==> config.mk <==
export PLATFORM = sky130hd
export DESIGN_NAME = fmdll_lock_detect
export DESIGN_NICKNAME = d
export VERILOG_FILES = /design/src/rtl/fmdll_lock_detect.sv
export SDC_FILE = /design/constraint.sdc
export NUM_CORES = 1
export LEC_CHECK = 0
export BUFFER_PORTS_ARGS = -buffer_cell sky130_fd_sc_hd__buf_4
export CAP_MARGIN = 25
export CORE_MARGIN = 4
export CORE_UTILIZATION = 60
export CTS_CLUSTER_DIAMETER = 50
export DETAILED_ROUTE_END_ITERATION = 12
export GPL_ROUTABILITY_DRIVEN = 0
export GPL_TIMING_DRIVEN = 1
export PLACE_DENSITY = 0.77
export SLEW_MARGIN = 20
export SYNTH_ARGS = -nofsm -noshare
export SYNTH_HDL_FRONTEND = slang
export SYNTH_SLANG_ARGS = --single-unit
==> constraint.sdc <==
create_clock -name clk_ext -period 6.81 [get_ports clk_ext]
set_input_delay 0.3405 -clock clk_ext [delete_from_list [all_inputs] [get_ports clk_ext]]
set_output_delay 0.3405 -clock clk_ext [all_outputs]
set_load 0.01 [all_outputs]
==> src/rtl/fmdll_lock_detect.sv <==
// fmdll_lock_detect: declares DLL lock once the DCDL code stays in a narrow band
// for LOCK_CNT consecutive windows; flags loss of lock with a one-cycle pulse.
// Optional feature macro: FMDLL_LOCK_CODE_OUT_EN (drives lock_code with the window midpoint).
module fmdll_lock_detect #(
    parameter int CODE_W     = 10,
    parameter int WIN_LOG2   = 4,
    parameter int TOL        = 2,
    parameter int LOCK_CNT   = 4,
    parameter int UNLOCK_CNT = 2
) (
    input  logic              clk_ext,
    input  logic              rst_n,
    input  logic [1:0]        sel,
    input  logic [CODE_W-1:0] q,
    input  logic              restart,
    output logic              locked,
    output logic              lock_lost,
    output logic [CODE_W-1:0] lock_code
);
    typedef enum logic [1:0] {IDLE, ACQUIRE, LOCKED} state_t;

    localparam logic [CODE_W-1:0] TOL_C    = CODE_W'(TOL);
    localparam logic [3:0]        LOCK_C   = 4'(LOCK_CNT);
    localparam logic [3:0]        UNLOCK_C = 4'(UNLOCK_CNT);

    state_t              r_state;
    logic [WIN_LOG2-1:0] r_win;
    logic [3:0]          r_good, r_bad;
    logic [CODE_W-1:0]   r_cmin, r_cmax;

    logic [CODE_W-1:0] w_cmin_n, w_cmax_n, w_span;
    logic              w_eval, w_good;

    assign w_cmin_n = (r_win == '0 || q < r_cmin) ? q : r_cmin;
    assign w_cmax_n = (r_win == '0 || q > r_cmax) ? q : r_cmax;
    assign w_span   = w_cmax_n - w_cmin_n;
    assign w_eval   = r_win == '1;
    assign w_good   = (w_span <= TOL_C) && (w_cmin_n != '0) && (w_cmax_n != '1);

    // Window tracking and lock state machine; sel leaving closed loop beats restart beats evaluation.
    always_ff @(posedge clk_ext) begin
        if (!rst_n) begin
            r_state   <= IDLE;
            r_win     <= '0;
            r_good    <= '0;
            r_bad     <= '0;
            r_cmin    <= '0;
            r_cmax    <= '0;
            locked    <= 1'b0;
            lock_lost <= 1'b0;
        end else begin
            lock_lost <= 1'b0;
            r_cmin    <= w_cmin_n;
            r_cmax    <= w_cmax_n;
            if (sel != 2'b00) begin
                lock_lost <= r_state == LOCKED;
                r_state   <= IDLE;
                locked    <= 1'b0;
                r_win     <= '0;
                r_good    <= '0;
                r_bad     <= '0;
            end else if (restart || r_state == IDLE) begin
                r_state <= ACQUIRE;
                locked  <= 1'b0;
                r_win   <= '0;
                r_good  <= '0;
                r_bad   <= '0;
            end else begin
                r_win <= r_win + WIN_LOG2'(1);
                if (w_eval) begin
                    if (r_state == ACQUIRE) begin
                        if (!w_good)
                            r_good <= '0;
                        else if (r_good == LOCK_C - 4'd1) begin
                            r_state <= LOCKED;
                            locked  <= 1'b1;
                            r_good  <= '0;
                            r_bad   <= '0;
                        end else
                            r_good <= r_good + 4'd1;
                    end else begin
                        if (w_good)
                            r_bad <= '0;
                        else if (r_bad == UNLOCK_C - 4'd1) begin
                            r_state   <= ACQUIRE;
                            locked    <= 1'b0;
                            lock_lost <= 1'b1;
                            r_good    <= '0;
                            r_bad     <= '0;
                        end else
                            r_bad <= r_bad + 4'd1;
                    end
                end
            end
        end
    end

`ifdef FMDLL_LOCK_CODE_OUT_EN
    logic [CODE_W:0] w_sum;
    logic            w_load;

    assign w_sum  = {1'b0, w_cmin_n} + {1'b0, w_cmax_n};
    assign w_load = (sel == 2'b00) && !restart && (r_state != IDLE) && w_eval && w_good &&
                    (r_state == LOCKED || r_good == LOCK_C - 4'd1);

    // Capture the band midpoint on lock entry and on every good window while locked.
    always_ff @(posedge clk_ext) begin
        if (!rst_n)
            lock_code <= '0;
        else if (w_load)
            lock_code <= w_sum[CODE_W:1];
    end
`else
    assign lock_code = '0;
`endif

endmodule

## Yosys cells after proc, flatten, opt, wreduce, memory -nomap -nowiden

Cells that the tools add are included.

| cells by class | value |
|---|---|
| add/subtract/negate cells | 4 |
| order comparisons | 3 |
| reductions and logical operators | 19 |
| eq/ne operators | 12 |
| multiplexer cells | 30 |
| bitwise gates (word level) | 1 |

Operators with widths:

| kind | count |
|---|---|
| two-way mux 4 bit | 10 |
| two-way mux 10 bit | 2 |
| two-way mux 1 bit | 13 |
| adder 4 x 1 -> 4 bit, second input constant | 3 |
| > comparator 10 bit | 1 |
| less-or-equal comparator 10 x 2 -> 1 bit, second input constant | 1 |
| less-than comparator 10 bit | 1 |
| two-way mux 2 bit | 5 |
| != test 10 bit, second input constant | 1 |
| AND reduction 5 bit | 2 |
| nonzero test 10 bit | 1 |
| subtractor 10 bit | 1 |
| nonzero test 2 bit | 4 |
| AND reduction 3 bit | 2 |
| == test 4 x 1 -> 1 bit, second input constant | 1 |
| == test 4 x 2 -> 1 bit, second input constant | 1 |
| == test 4 bit, second input constant | 1 |
| logical NOT 4 bit | 1 |
| != test 2 x 1 -> 1 bit, second input constant | 2 |
| logical OR 1 bit | 3 |
| != test 3 x 1 -> 1 bit, second input constant | 1 |
| != test 3 x 2 -> 1 bit, second input constant | 1 |
| != test 3 bit, second input constant | 1 |
| nonzero test 3 bit | 1 |
| 8 further kinds | 9 |

| word-level totals | value |
|---|---|
| bits in registers | 36 |
| bits of input ports | 15 |
| output and inout bits | 12 |
| word-level logic and storage cells | 78 |

## Logic depth before layout (Yosys ltp)

| logic depth | value |
|---|---|
| depth after elaboration | 12 |
| depth in mapped cells | 20 |
| gate-level depth less buffers | 20 |

## Worst setup path after synthesis

OpenSTA, ideal clock, no wires.

| path | value |
|---|---|
| path kind | register to register |
| from | register r_cmax[9] |
| to | register lock_lost |
| setup time | 116 ps |
| period minus slack after synthesis | 4,441 ps |
| arrival | 4,325 ps |
| stages on the path, launching flop included | 21 |
| path slack | 2,369 ps |
| required time | 6,694 ps |
| path buffers | 2 |
| cell sequence | dfxtp_1 > inv_1 > ha_1 > nand4_1 > nor3_1 > o21ai_1 > or2_1 > buf_6 > clkbuf_1 > nand2_1 > o21ai_0 > fa_1 > a21o_1 > a22o_1 > or3_1 > a222oi_1 > o311ai_1 > nor2_1 > and3_4 > o41ai_1 > and4_1 |

| between the ends | value |
|---|---|
| word-level cells in the longest chain between the ends | 12 |
| elaborated cells between the ends (all ways) | 13 |
| classes of those cells | add/sub: 1; order compare: 2; eq/ne: 1; mux: 6; reduce/logical: 3 |

RTL lines:

| what | RTL line | text |
|---|---|---|
| start: declaration | 29 | `logic [CODE_W-1:0] r_cmin, r_cmax;` |
| start signal: assignment | 54 | `r_cmax <= w_cmax_n;` |
| > comparator 10 bit (*) | 35 | `assign w_cmax_n = (r_win == '0 \|\| q > r_cmax) ? q : r_cmax;` |
| logical OR 1 bit (*) | 35 |  |
| two-way mux 10 bit (*) | 35 |  |
| via w_cmax_n[1] | 31 | `logic [CODE_W-1:0] w_cmin_n, w_cmax_n, w_span;` |
| subtractor 10 bit | 36 | `assign w_span = w_cmax_n - w_cmin_n;` |
| less-or-equal comparator 10 x 2 -> 1 bit | 38 | `assign w_good = (w_span <= TOL_C) && (w_cmin_n != '0) && (w_cmax_n != '1);` |
| logical AND 1 bit | 38 |  |
| logical AND 1 bit (*) | 38 |  |
| two-way mux 1 bit (*) | 82 | `if (w_good)` |
| two-way mux 1 bit (*) | 71 | `if (r_state == ACQUIRE) begin` |
| two-way mux 1 bit (*) | 70 | `if (w_eval) begin` |
| two-way mux 1 bit (*) | 62 | `end else if (restart \|\| r_state == IDLE) begin` |
| two-way mux 1 bit (*) | 55 | `if (sel != 2'b00) begin` |
| end signal: assignment | 50 | `lock_lost <= 1'b0;` |
| end signal: assignment | 52 | `lock_lost <= 1'b0;` |
| end signal: assignment | 56 | `lock_lost <= r_state == LOCKED;` |
| end: declaration | 17 | `output logic lock_lost,` |

The timed path passes the listed nets; every way through them passes the cells marked *.
A chain may end at the register's enable or synchronous reset.

## Final worst setup path

| path | value |
|---|---|
| from | register r_cmax[9] |
| to | register r_bad[1] |

| between the ends | value |
|---|---|
| word-level cells in the longest chain between the ends | 9 |
| elaborated cells between the ends (all ways) | 12 |
| classes of those cells | add/sub: 1; order compare: 2; eq/ne: 2; mux: 3; reduce/logical: 4 |

RTL lines:

| what | RTL line | text |
|---|---|---|
| > comparator 10 bit (*) | 35 |  |
| logical OR 1 bit (*) | 35 |  |
| two-way mux 10 bit (*) | 35 |  |
| via w_cmax_n[1] | 31 |  |
| subtractor 10 bit | 36 |  |
| less-or-equal comparator 10 x 2 -> 1 bit | 38 |  |
| logical AND 1 bit | 38 |  |
| logical AND 1 bit (*) | 38 |  |
| != test 2 bit (no source line) or two-way mux 4 bit (tied branches) | n/a |  |
| AND reduction 3 bit (no source line) or two-way mux 4 bit (tied branches) | n/a |  |
| end signal: assignment | 91 | `r_bad <= r_bad + 4'd1;` |
| end: declaration | 28 | `logic [3:0] r_good, r_bad;` |

Marked as above.

==> results.sh <==
export IMPL_cts_root_buf="clkbuf_8"
export IMPL_hp_class="input pin to flip-flop"
export IMPL_worstPathArrival_ns=5.46
export IMPL_path_buf_inv=1
export IMPL_grt_pass1_vias=2412
export IMPL_dr_pass1_iters=5
export IMPL_fin_tns_setup_ns=0
export IMPL_setup_violations_final=0
export IMPL_grt_pass1_wl_mm=11.74
export IMPL_ir_worst_vdd_v=0.00009191
export IMPL_cts_clk_slew_worst_paths_ns=0.08
export IMPL_max_stage_delay_ns=0.50
export IMPL_synth_distinct_cells=65
export IMPL_routedWlPerCell_um=16.33
export IMPL_syn_area_per_cell_um2=8.119
export IMPL_path_delay_family="compound AO/OA/AOI/OAI gates"
export IMPL_vias=2626
export IMPL_syn2layout_area_growth_pct=6.830
export IMPL_dp_slack_ns=1.677
export IMPL_start_util=0.6387
export IMPL_synth_top_area_cell="dfxtp_1"
export IMPL_tightest_slew_ns=0.5902
export IMPL_die_x_um=77.02
export IMPL_path_common_cell="o21ai_0"
export IMPL_grt_use_total=0.2431
export IMPL_cts_resized=0
export IMPL_reg2reg_from="r_cmax[9]"
export IMPL_overflow=0
export IMPL_synth_edff_count=0
export IMPL_ys_warn_count=0
export IMPL_synth_top_area_frac=0.2452
export IMPL_fill_cells=377
export IMPL_p_leak_nw=1.304
export IMPL_n_antenna_cell=0
export IMPL_path_cells="inv_1, ha_1, nand4_1, nor3_1, o21ai_1, or2_1, nand2_1, o21ai_0, fa_1, a21o_1, a22o_1, or3_1, a222oi_1, o311ai_1, nor2_1, a41oi_1, o21ai_0, o22ai_1"
export IMPL_synth_seq_area_share=0.2452
export IMPL_die_h_um=77.02
export IMPL_rsz0062_at_grt="false"
export IMPL_start_kind="flip-flop"
export IMPL_fmax_mhz=189.0
export IMPL_status="finished clean"
export IMPL_io_pins=27
export IMPL_synth_seq_cells=35
export IMPL_synth_area_um2=2858
export IMPL_clock_sinks=35
export IMPL_drtIter0Drc=222
export IMPL_cap_violations=0
export IMPL_io_buffers=16
export IMPL_critPathLaunch="r_cmax[9]"
export IMPL_h_tree_depth=2
export IMPL_cts_tree="built"
export IMPL_layout_nets=416
export IMPL_worstPathMaxFanout=19
export IMPL_placedInstanceArea_um2=2968
export IMPL_path_class="flip-flop to flip-flop"
export IMPL_place_hpwl_mm=5.435
export IMPL_grt_max_degree=23
export IMPL_ant_nets=0
export IMPL_synth_cells=352
export IMPL_clk_path_buf_depth=2
export IMPL_async_reset_ff_frac=0
export IMPL_ctsHoldBuffers=0
export IMPL_rows=24
export IMPL_clock_skew_ns=0.01033
export IMPL_hold_start="restart"
export IMPL_synth_top_flop_cell="dfxtp_1"
export IMPL_antenna_found_initial=0
export IMPL_setup_slack_ns=1.520
export IMPL_yosysMostFrequentCell="dfxtp_1"
export IMPL_dieArea_um2=5931
export IMPL_cts_inserted_buffers=5
export IMPL_routed_wl_mm=6.859
export IMPL_clock_latency_ns=0.29
export IMPL_synth_area_leaders="dfxtp_1 25%, ha_1 14%, o21ai_0 4.7%"
export IMPL_drive_gt1_frac=0.09239
export IMPL_power_density_nw_per_um2=156.8
export IMPL_relSlewSlack=0.6065
export IMPL_cts_setup_buffers=0
export IMPL_synthTopCellsByCount="35 x dfxtp_1, 34 x inv_1, 33 x ha_1, 27 x o21ai_0, 21 x nor2_1"
export IMPL_final_hold_viol_count=0
export IMPL_period_needed_ns=5.290
export IMPL_critPathSlowestCell="fa_1"
export IMPL_final_area_um2=3053
export IMPL_core_um2=4474
export IMPL_maxSlewViolCount=0
export IMPL_end_kind="flip-flop"
export IMPL_post_route_drc_count=0
export IMPL_period_share=0.7769
export IMPL_cp_required_ns=6.98
export IMPL_hold_slack_ns=0.3002
export IMPL_viasPerCell=6.252
-- worst reg2reg max path, stage by stage (launching register included) --
cell	delay [ns]
dfxtp_1	0.45
inv_1	0.14
ha_1	0.32
nand4_1	0.19
nor3_1	0.30
o21ai_1	0.18
or2_1	0.47
nand2_1	0.16
o21ai_0	0.19
fa_1	0.50
a21o_1	0.21
a22o_1	0.21
or3_1	0.35
a222oi_1	0.41
o311ai_1	0.25
nor2_1	0.23
a41oi_1	0.19
o21ai_0	0.29
o22ai_1	0.11
-- state kept, by name, indices dropped and copies added, names as in the netlist --
| signal | count |
|---|---|
| r_state | 1 |
| r_cmin | 10 |
| r_bad | 4 |
| r_good | 4 |
| lock_lost | 1 |
| r_win | 4 |
| locked | 1 |
| r_cmax | 10 |
-- metal layers --
| layer | global-route usage | vias up | share of wire |
|---|---|---|---|
| met2 | 0.3720 | 118 | 0.44 |
| li1 | - | 1292 | - |
| met4 | 0.06228 | 0 | 0.013 |
| met5 | 0 | - | 0 |
| met1 | 0.3379 | 1201 | 0.45 |
| met3 | 0.06557 | 15 | 0.10 |
-- power by group --
part           switching [mW]  internal (mW)
sequential            0.00532          0.211
combinational          0.0664         0.0478
clock                  0.0765         0.0715
-- metrics by stage --
step                std cells  utilization  power, mW
CTS                       420       0.6823     0.4809
finish                    420       0.6823     0.4788
floorplan                 361            -     0.3039
global placement          412       0.6633     0.3289
detailed placement        412       0.6633     0.3320
global route              420       0.6823     0.5076
-- cell type report --
cell class / count / area, um^2 / share of cell area
multi-input cells: 275 / 1954 / 0.6402
well taps: 52 / 65.06 / 0.02131
flip-flops and latches: 35 / 700.7 / 0.2295
clock inverters: 2 / 12.51 / 0.004098
clock buffers: 6 / 72.57 / 0.02377
repair buffers: 16 / 120.1 / 0.03934
inverters: 34 / 127.6 / 0.04180
-- worst paths after layout --
kind / slack [ns] / endpoint / cells past startpoint
setup / recovery: 1.52 / r_bad[1] / 18
hold / removal: 0.30 / r_state[0] / 3
setup reg to reg: 1.52 / r_bad[1] / 18
hold reg to reg: 0.47 / r_win[0] / 1
-- cell families after synthesis --
| kind of cell | count (synthesis) | synth area share |
|---|---|---|
| and+or+nand+nor | 122 | 0.2391 |
| muxes | 11 | 0.03941 |
| xor gates and xnor gates | 4 | 0.01226 |
| adders and majority gates | 34 | 0.1515 |
| DFF | 35 | 0.2452 |
| other | 1 | 0.001312 |
| buffers and inverters | 51 | 0.08275 |
| AOI/OAI and AO/OA | 94 | 0.2286 |
-- layout by cell type (no fill, tap or decap), drive strengths merged, types with 8 or more instances in the layout --
master,n
a21oi,17
and2,10
buf,16
conb,10
dfxtp,35
ha,33
inv,34
mux2i,9
nand2,20
nand3,8
nand4,10
nor2,21
nor2b,14
nor3,11
o21ai,29
Note: power is estimated with default switching activity, not from simulation.
